$ cat src/rtl/dave_damage_ctrl.sv
// Hit sequencer for Dave: turns hazard overlap into one life-loss pulse, then
// runs the frame-timed death animation, respawn pulse and blinking shield window.
module dave_damage_ctrl #(
    parameter int unsigned DEATH_FRAMES  = 60,
    parameter int unsigned SHIELD_FRAMES = 120,
    parameter int unsigned BLINK_FRAMES  = 8
) (
    input  logic       clk,
    input  logic       resetN,
    input  logic       startOfFrame,
    input  logic       hazardCollision,
    input  logic       godMode,
    input  logic [3:0] remainingLives,
    output logic       decreaseLife,
    output logic       immortal,
    output logic       respawn,
    output logic       daveDying,
    output logic       daveVisible,
    output logic       gameOver
);

    localparam logic [7:0] LP_DEATH  = 8'(DEATH_FRAMES);
    localparam logic [7:0] LP_SHIELD = 8'(SHIELD_FRAMES);
    localparam logic [7:0] LP_BLINK  = 8'(BLINK_FRAMES);

    typedef enum logic [2:0] {
        ST_ALIVE,
        ST_DYING,
        ST_RESPAWN,
        ST_SHIELDED,
        ST_GAMEOVER
    } state_t;

    state_t     r_state,     w_state;
    logic [7:0] r_frame_cnt, w_frame_cnt;
    logic [7:0] r_blink_cnt, w_blink_cnt;
    logic       r_decrease,  w_decrease;
    logic       r_respawn,   w_respawn;
    logic       r_dying,     w_dying;
    logic       r_visible,   w_visible;
    logic       r_game_over, w_game_over;
    logic       r_immortal,  w_immortal;

    always_ff @(posedge clk or negedge resetN) begin
        if (!resetN) begin
            r_state     <= ST_ALIVE;
            r_frame_cnt <= '0;
            r_blink_cnt <= '0;
            r_decrease  <= 1'b0;
            r_respawn   <= 1'b0;
            r_dying     <= 1'b0;
            r_visible   <= 1'b1;
            r_game_over <= 1'b0;
            r_immortal  <= 1'b0;
        end else begin
            r_state     <= w_state;
            r_frame_cnt <= w_frame_cnt;
            r_blink_cnt <= w_blink_cnt;
            r_decrease  <= w_decrease;
            r_respawn   <= w_respawn;
            r_dying     <= w_dying;
            r_visible   <= w_visible;
            r_game_over <= w_game_over;
            r_immortal  <= w_immortal;
        end
    end

    always_comb begin
        w_state     = r_state;
        w_frame_cnt = r_frame_cnt;
        w_blink_cnt = r_blink_cnt;
        w_decrease  = 1'b0;
        w_respawn   = 1'b0;
        w_dying     = r_dying;
        w_visible   = r_visible;
        w_game_over = r_game_over;
        w_immortal  = r_immortal;

        unique case (r_state)
            ST_ALIVE: begin
                w_dying    = 1'b0;
                w_visible  = 1'b1;
                w_immortal = 1'b0;
                // Registered immortal term stays low on the first DYING cycle so the
                // lives FSM accepts exactly this one decrement.
                if (hazardCollision && !godMode) begin
                    w_state     = ST_DYING;
                    w_frame_cnt = LP_DEATH;
                    w_decrease  = 1'b1;
                    w_dying     = 1'b1;
                end
            end
            ST_DYING: begin
                w_immortal = 1'b1;
                w_dying    = 1'b1;
                w_visible  = 1'b1;
                if (startOfFrame) begin
                    w_frame_cnt = r_frame_cnt - 8'd1;
                    if (r_frame_cnt == 8'd1) begin
                        w_dying = 1'b0;
                        if (remainingLives == 4'd0) begin
                            w_state     = ST_GAMEOVER;
                            w_game_over = 1'b1;
                            w_visible   = 1'b0;
                        end else begin
                            w_state   = ST_RESPAWN;
                            w_respawn = 1'b1;
                        end
                    end
                end
            end
            ST_RESPAWN: begin
                w_state     = ST_SHIELDED;
                w_frame_cnt = LP_SHIELD;
                w_blink_cnt = LP_BLINK;
                w_visible   = 1'b1;
                w_immortal  = 1'b1;
            end
            ST_SHIELDED: begin
                w_immortal = 1'b1;
                if (startOfFrame) begin
                    w_frame_cnt = r_frame_cnt - 8'd1;
                    if (r_blink_cnt == 8'd1) begin
                        w_visible   = ~r_visible;
                        w_blink_cnt = LP_BLINK;
                    end else begin
                        w_blink_cnt = r_blink_cnt - 8'd1;
                    end
                    if (r_frame_cnt == 8'd1) begin
                        w_state    = ST_ALIVE;
                        w_visible  = 1'b1;
                        w_immortal = 1'b0;
                    end
                end
            end
            ST_GAMEOVER: begin
                w_game_over = 1'b1;
                w_immortal  = 1'b1;
                w_visible   = 1'b0;
                w_dying     = 1'b0;
            end
            default: begin
                w_state = ST_ALIVE;
            end
        endcase
    end

    assign decreaseLife = r_decrease;
    assign respawn      = r_respawn;
    assign daveDying    = r_dying;
    assign daveVisible  = r_visible;
    assign gameOver     = r_game_over;
    assign immortal     = r_immortal | godMode;

endmodule

$ cat config.mk
export PLATFORM = sky130hd
export DESIGN_NAME = dave_damage_ctrl
export DESIGN_NICKNAME = d
export VERILOG_FILES = /design/src/rtl/dave_damage_ctrl.sv
export SDC_FILE = /design/constraint.sdc
export NUM_CORES = 1
export LEC_CHECK = 0
export ABC_AREA = 1
export ABC_CLOCK_PERIOD_IN_PS = 1450
export CORE_ASPECT_RATIO = 1.1
export CORE_MARGIN = 3
export CORE_UTILIZATION = 25
export DETAILED_ROUTE_END_ITERATION = 6
export SLEW_MARGIN = 15
export SYNTH_ARGS = -nofsm -noshare
export SYNTH_HDL_FRONTEND = slang
export SYNTH_SLANG_ARGS = --single-unit
$ cat constraint.sdc
create_clock -name clk -period 1.45 [get_ports clk]
set_input_delay 0.145 -clock clk [delete_from_list [all_inputs] [get_ports clk]]
set_output_delay 0.145 -clock clk [all_outputs]
set_load 0.05 [all_outputs]
Word level (Yosys, flattened, before mapping)
Index checks and enable logic that the tools add are counted.

Add/sub/neg operators: 2. Multipliers: 0. Divide/modulo/power cells: 0. Magnitude comparators: 0. Equality and inequality tests: 14. Shifts and indexed selects: 0. Muxes and demuxes: 33. Bitwise operators: 3. Reductions and logical operators: 18.

Operators with widths (count): $mux 8 (4); $pmux 8 s3 (1); $mux 3 (6); $eq 8x1->1 const B (2); $mux 1 (16); $pmux 8 s2 (1); $sub 8x1->8 const B (2); $pmux 3 s5 (1); $ne 2x2->1 const B (6); $reduce_bool 3->1 (3); $eq 3x2->1 const B (2); $pmux 1 s3 (2); $reduce_and 3->1 (2); $reduce_and 6->1 (1); $logic_not 4->1 (1); $pmux 1 s4 (1); $reduce_and 4->1 (1); $reduce_bool 2->1 (2); $reduce_bool 4->1 (1); $reduce_or 2->1 (2); $eq 3x1->1 const B (1); $eq 3x3->1 const B (1); $logic_not 3->1 (1); $ne 3x3->1 const B (1); 8 further kinds (9).

Flip-flop bits (word level): 25. Bits in latches: 0. Bits in writable memories: 0. Memory bits (read-only): 0. Input bits: 9. Output and inout bits: 6. Logic and storage cells: 79. Memories: 0.

Longest topological paths before layout
Word-level depth: 5. Mapped depth: 10.

Worst setup path after synthesis
Ideal clock, no wire load.

Path type: register to register. Start: register r_blink_cnt[1]. End: register r_blink_cnt[2]. Arrival: 1159 ps. Data required time: 1322 ps. Path slack: 164 ps. Cell stages (with the launch flop): 8. Period minus slack after synthesis: 1286 ps. Path through: dfrtp_1 inv_1 ha_1 nand2_1 nor2_1 a21oi_4 nor2_2 nor2_1.

Longest elaborated chain between the ends: 4. Elaborated cells between the ends (all ways): 5. Those cells by class: 1 x add/sub; 1 x eq/ne; 3 x mux.

RTL lines: from (decl) (line 36) `logic [7:0] r_blink_cnt, w_blink_cnt;`; from (signal assigned) (line 58) `r_blink_cnt <= w_blink_cnt;`; $sub 8x1->8 / $eq 8x1->1 (equally long branches) (line 127, 123); $mux 8 * (line 123) `if (r_blink_cnt == 8'd1) begin`; $mux 8 * (line 121) `if (startOfFrame) begin`; $pmux 8 s2 * (line 79) `unique case (r_state)`.

Every way passes the cells marked *; elsewhere a longest branch is shown, timed or not. The select of a mux whose other input is x is not followed. A chain may end at the register's enable or synchronous reset.

Worst setup path after layout
Start: register r_state[2]. End: register r_blink_cnt[5].

Longest elaborated chain between the ends: 3. Elaborated cells between the ends (all ways): 6. Those cells by class: 3 x eq/ne; 1 x mux; 2 x reduce/logical.

RTL lines: from (decl) (line 34) `state_t r_state, w_state;`; from (signal assigned) (line 56) `r_state <= w_state;`; $eq 3x2->1 (line 79); $ne 2x2->1 (no line) / $reduce_bool 2->1 (equally long branches); $reduce_and 2->1 (no line).

Parallel ways exist; a longest one is shown, timed or not.

==> results.toml <==
[run_status]
status = "finished, final reports clean"

[floorplanning]
die_y_um = 87.0
num_rows = 28
boundaryPins = 15
core-area_um2 = 5570
dieWidth_um = 79.7
die_area_um2 = 6930
start_util = 0.268

[final_layout]
multi_input_area_um2 = 769
drive_gt1_frac = 0.257
design_area_um2 = 1910
diodes = 0
syn_to_final_growth_pct = 27.7
n_fill_cell = 575
nets = 240
register_area_um2 = 631

[cts]
cts_sinks = 25
cts_tree = "yes"
insertion_delay_ns = 0.28
cts_buffers = 3
clk_pin_slew_ns = 0.10
root_buffer = "clkbuf_8"
cts_max_path_buffers = 2
htreeDepth = 1

[timing]
final.min_clock_period_ns = 1.37
timing.hold.ws_ns = 0.227
drv_slew = 0
slew_headroom = 0.772
tns_ns = 0
fin_crit_sh = 0.944
fmax_mhz = 731
finalClockSkew_ns = 0.0106
finalHoldViolCount = 0
worst_pin_slew_ns = 0.342
setup_violations = 0

[power_and_ir_drop]
seqPwrFrac = 0.581
intPower_uw = 934
p_clk_frac = 0.353
switchingPower_uw = 282
combPwrFrac = 0.066
leakagePower_nw = 0.885
power_mw = 1.22
netSwitchingFraction = 0.232
p_per_area_nw_per_um2 = 638
peakVddDrop_v = 0.000434

[placement]
placed_cell_area_um2 = 1840
place_hpwl_um = 2520
gp_congestion = 0.806
io_buffers = 14

[routing]
viasPerCell = 4.23
routed.top_layer = "met4"
m1WireLength_um = 1480
drtIter0Drc = 67
drt-pass1-iter-count = 4
wire_per_inst_um = 10.5
wl_met3_um = 93
vias = 1272
route.met2.wl_um = 1560
drtAntennaViolNets = 0
drt_wl_total_um = 3160
route.detailed.drc = 0

[yosys]
synth_seq_cells = 25
synthFlopType = "dfrtp_1"
ys_types = 33
syn_nets = 206
synth-async-reset-ratio = 1.00
yosysWarnings = 0
yosysSeqAreaShare = 0.420
synth_area_um2 = 1490
synth_area_per_cell_um2 = 7.73
netlist_instances = 193
synth_edf_count = 0

[worst_hold_path]
hold_path.class = "in2async"

[setup_path]
cp_slowest_stage_delay_ns = 0.50
crit_chain = "nor2_4 > nand2_2 > a21oi_4 > nor2_2 > buf_4 > nor3_2"
arrival_ns = 1.58
critPathKind = "reg2reg"
slowest_stage = "dfrtp_2"
cp-end-kind = "register"
cpLargestDelayFamily = "simple AND/OR/NAND/NOR gates"
cp_num_buf_inv = 1
cp.required_ns = 1.66
start_kind = "register"
critPathMaxFanout = 7

[run]
cap_violations = 0

[global_route]
grt_max_degree = 26
gr-total-overflow = 0
gr-usage-all-layers = 0.103
antenna_found_initial = 0
grt_pass1_wl_um = 5620
grt_pass1_vias = 1256
[cells by family after synthesis]
| group | count (synthesis) | synth area share |
|---|---|---|
| AND/OR/NAND/NOR | 110 | 0.368 |
| XOR/XNOR | 2 | 0.0117 |
| buffers and inverters | 31 | 0.0780 |
| adder cells (fa/ha/maj) | 4 | 0.0335 |
| AO/OA/AOI/OAI | 21 | 0.0889 |
| flip-flops | 25 | 0.420 |
[cell usage in the layout (no fill, tap or decap), drive strengths merged]
| cell | count |
|---|---|
| nand2 | 47 |
| nor2 | 33 |
| inv | 31 |
| dfrtp | 24 |
| buf | 21 |
| nand3 | 15 |
| o21ai | 9 |
| clkdlybuf4s50 | 8 |
| nor3 | 8 |
| a21oi | 5 |
| ha | 4 |
| clkbuf | 3 |
| and2 | 2 |
| nand4 | 2 |
| or2 | 2 |
| xor2 | 1 |
| o31ai | 1 |
| a31oi | 1 |
| xnor2 | 1 |
| o221ai | 1 |
| o22ai | 1 |
| a22oi | 1 |
| a21boi | 1 |
| and3 | 1 |
| o211ai | 1 |
| clkinv | 1 |
| dfstp | 1 |
[per-stage QoR]
step / util / instances / setup slack (ns)
after floorplan: - / 193 / 0.164
after global placement: 0.330 / 297 / 0.00885
after detailed placement: 0.330 / 297 / -0.0343
after CTS: 0.338 / 301 / 0.0286
after global routing: 0.342 / 301 / -0.000410
final: 0.342 / 301 / 0.0811
[worst paths after layout]
path                       cells past startpoint  slack, ns                          to                   start
min in group clk                               1       0.47        gameOver$_DFFE_PN0P_    gameOver$_DFFE_PN0P_
hold reg to reg                                1       0.47        gameOver$_DFFE_PN0P_    gameOver$_DFFE_PN0P_
setup reg to reg                               6       0.08  r_blink_cnt[5]$_DFFE_PN0P_  r_state[2]$_DFFE_PN0P_
hold / removal                                 2       0.23  r_blink_cnt[3]$_DFFE_PN0P_                  resetN
max in group asynchronous                      2       0.90     daveVisible$_DFFE_PN1P_                  resetN
setup / recovery                               6       0.08  r_blink_cnt[5]$_DFFE_PN0P_  r_state[2]$_DFFE_PN0P_
[power groups by stage]
stage | Combinational [mW] | Clock [mW] | Sequential [mW]
6_report | 0.0797 | 0.430 | 0.707
5_1_grt | 0.0906 | 0.480 | 0.708
4_1_cts | 0.0805 | 0.459 | 0.707
3_5_place_dp | 0.0797 | 0 | 0.721
3_3_place_gp | 0.0790 | 0 | 0.720
2_1_floorplan | 0.0255 | 0 | 0.719
[timing repair]
item                       in CTS  in global routing
setup endpoints to repair       0                 19
buffers inserted                0                  0
hold buffers                    0                  0
resized for setup               0                  9
[routing by layer]
| layer | GRT usage | vias to the layer above |
|---|---|---|
| li1 | - | 680 |
| met5 | 0 | - |
| met1 | 0.124 | 576 |
| met4 | 0.0234 | 0 |
| met3 | 0.0280 | 2 |
| met2 | 0.181 | 14 |
[cell type report]
type,count,share of cell area
repair buffers,29,0.131
well taps,75,0.0492
flip-flops and latches,25,0.331
clock inverters,1,0.00262
inverters,31,0.0610
multi-input cells,137,0.404
clock buffers,3,0.0217
[registers in the layout (all words and copies together) (netlist names)]
signal	flops
r_blink_cnt	8
r_frame_cnt	8
r_state	3
daveDying	1
daveVisible	1
decreaseLife	1
gameOver	1
r_immortal	1
respawn	1
[synthesized netlist by cell type, drive strengths merged (2+ instances only)]
cell,instances,area (um^2)
nor2,33,154
a21oi,5,36.3
ha,4,50.1
nor3,8,65.1
inv,31,116
nand4,2,12.5
nand3,15,80.1
o21ai,9,45.0
and2,2,12.5
nand2,47,206
dfrtp,24,601
or2,2,12.5
(Power assumes the default switching activity.)
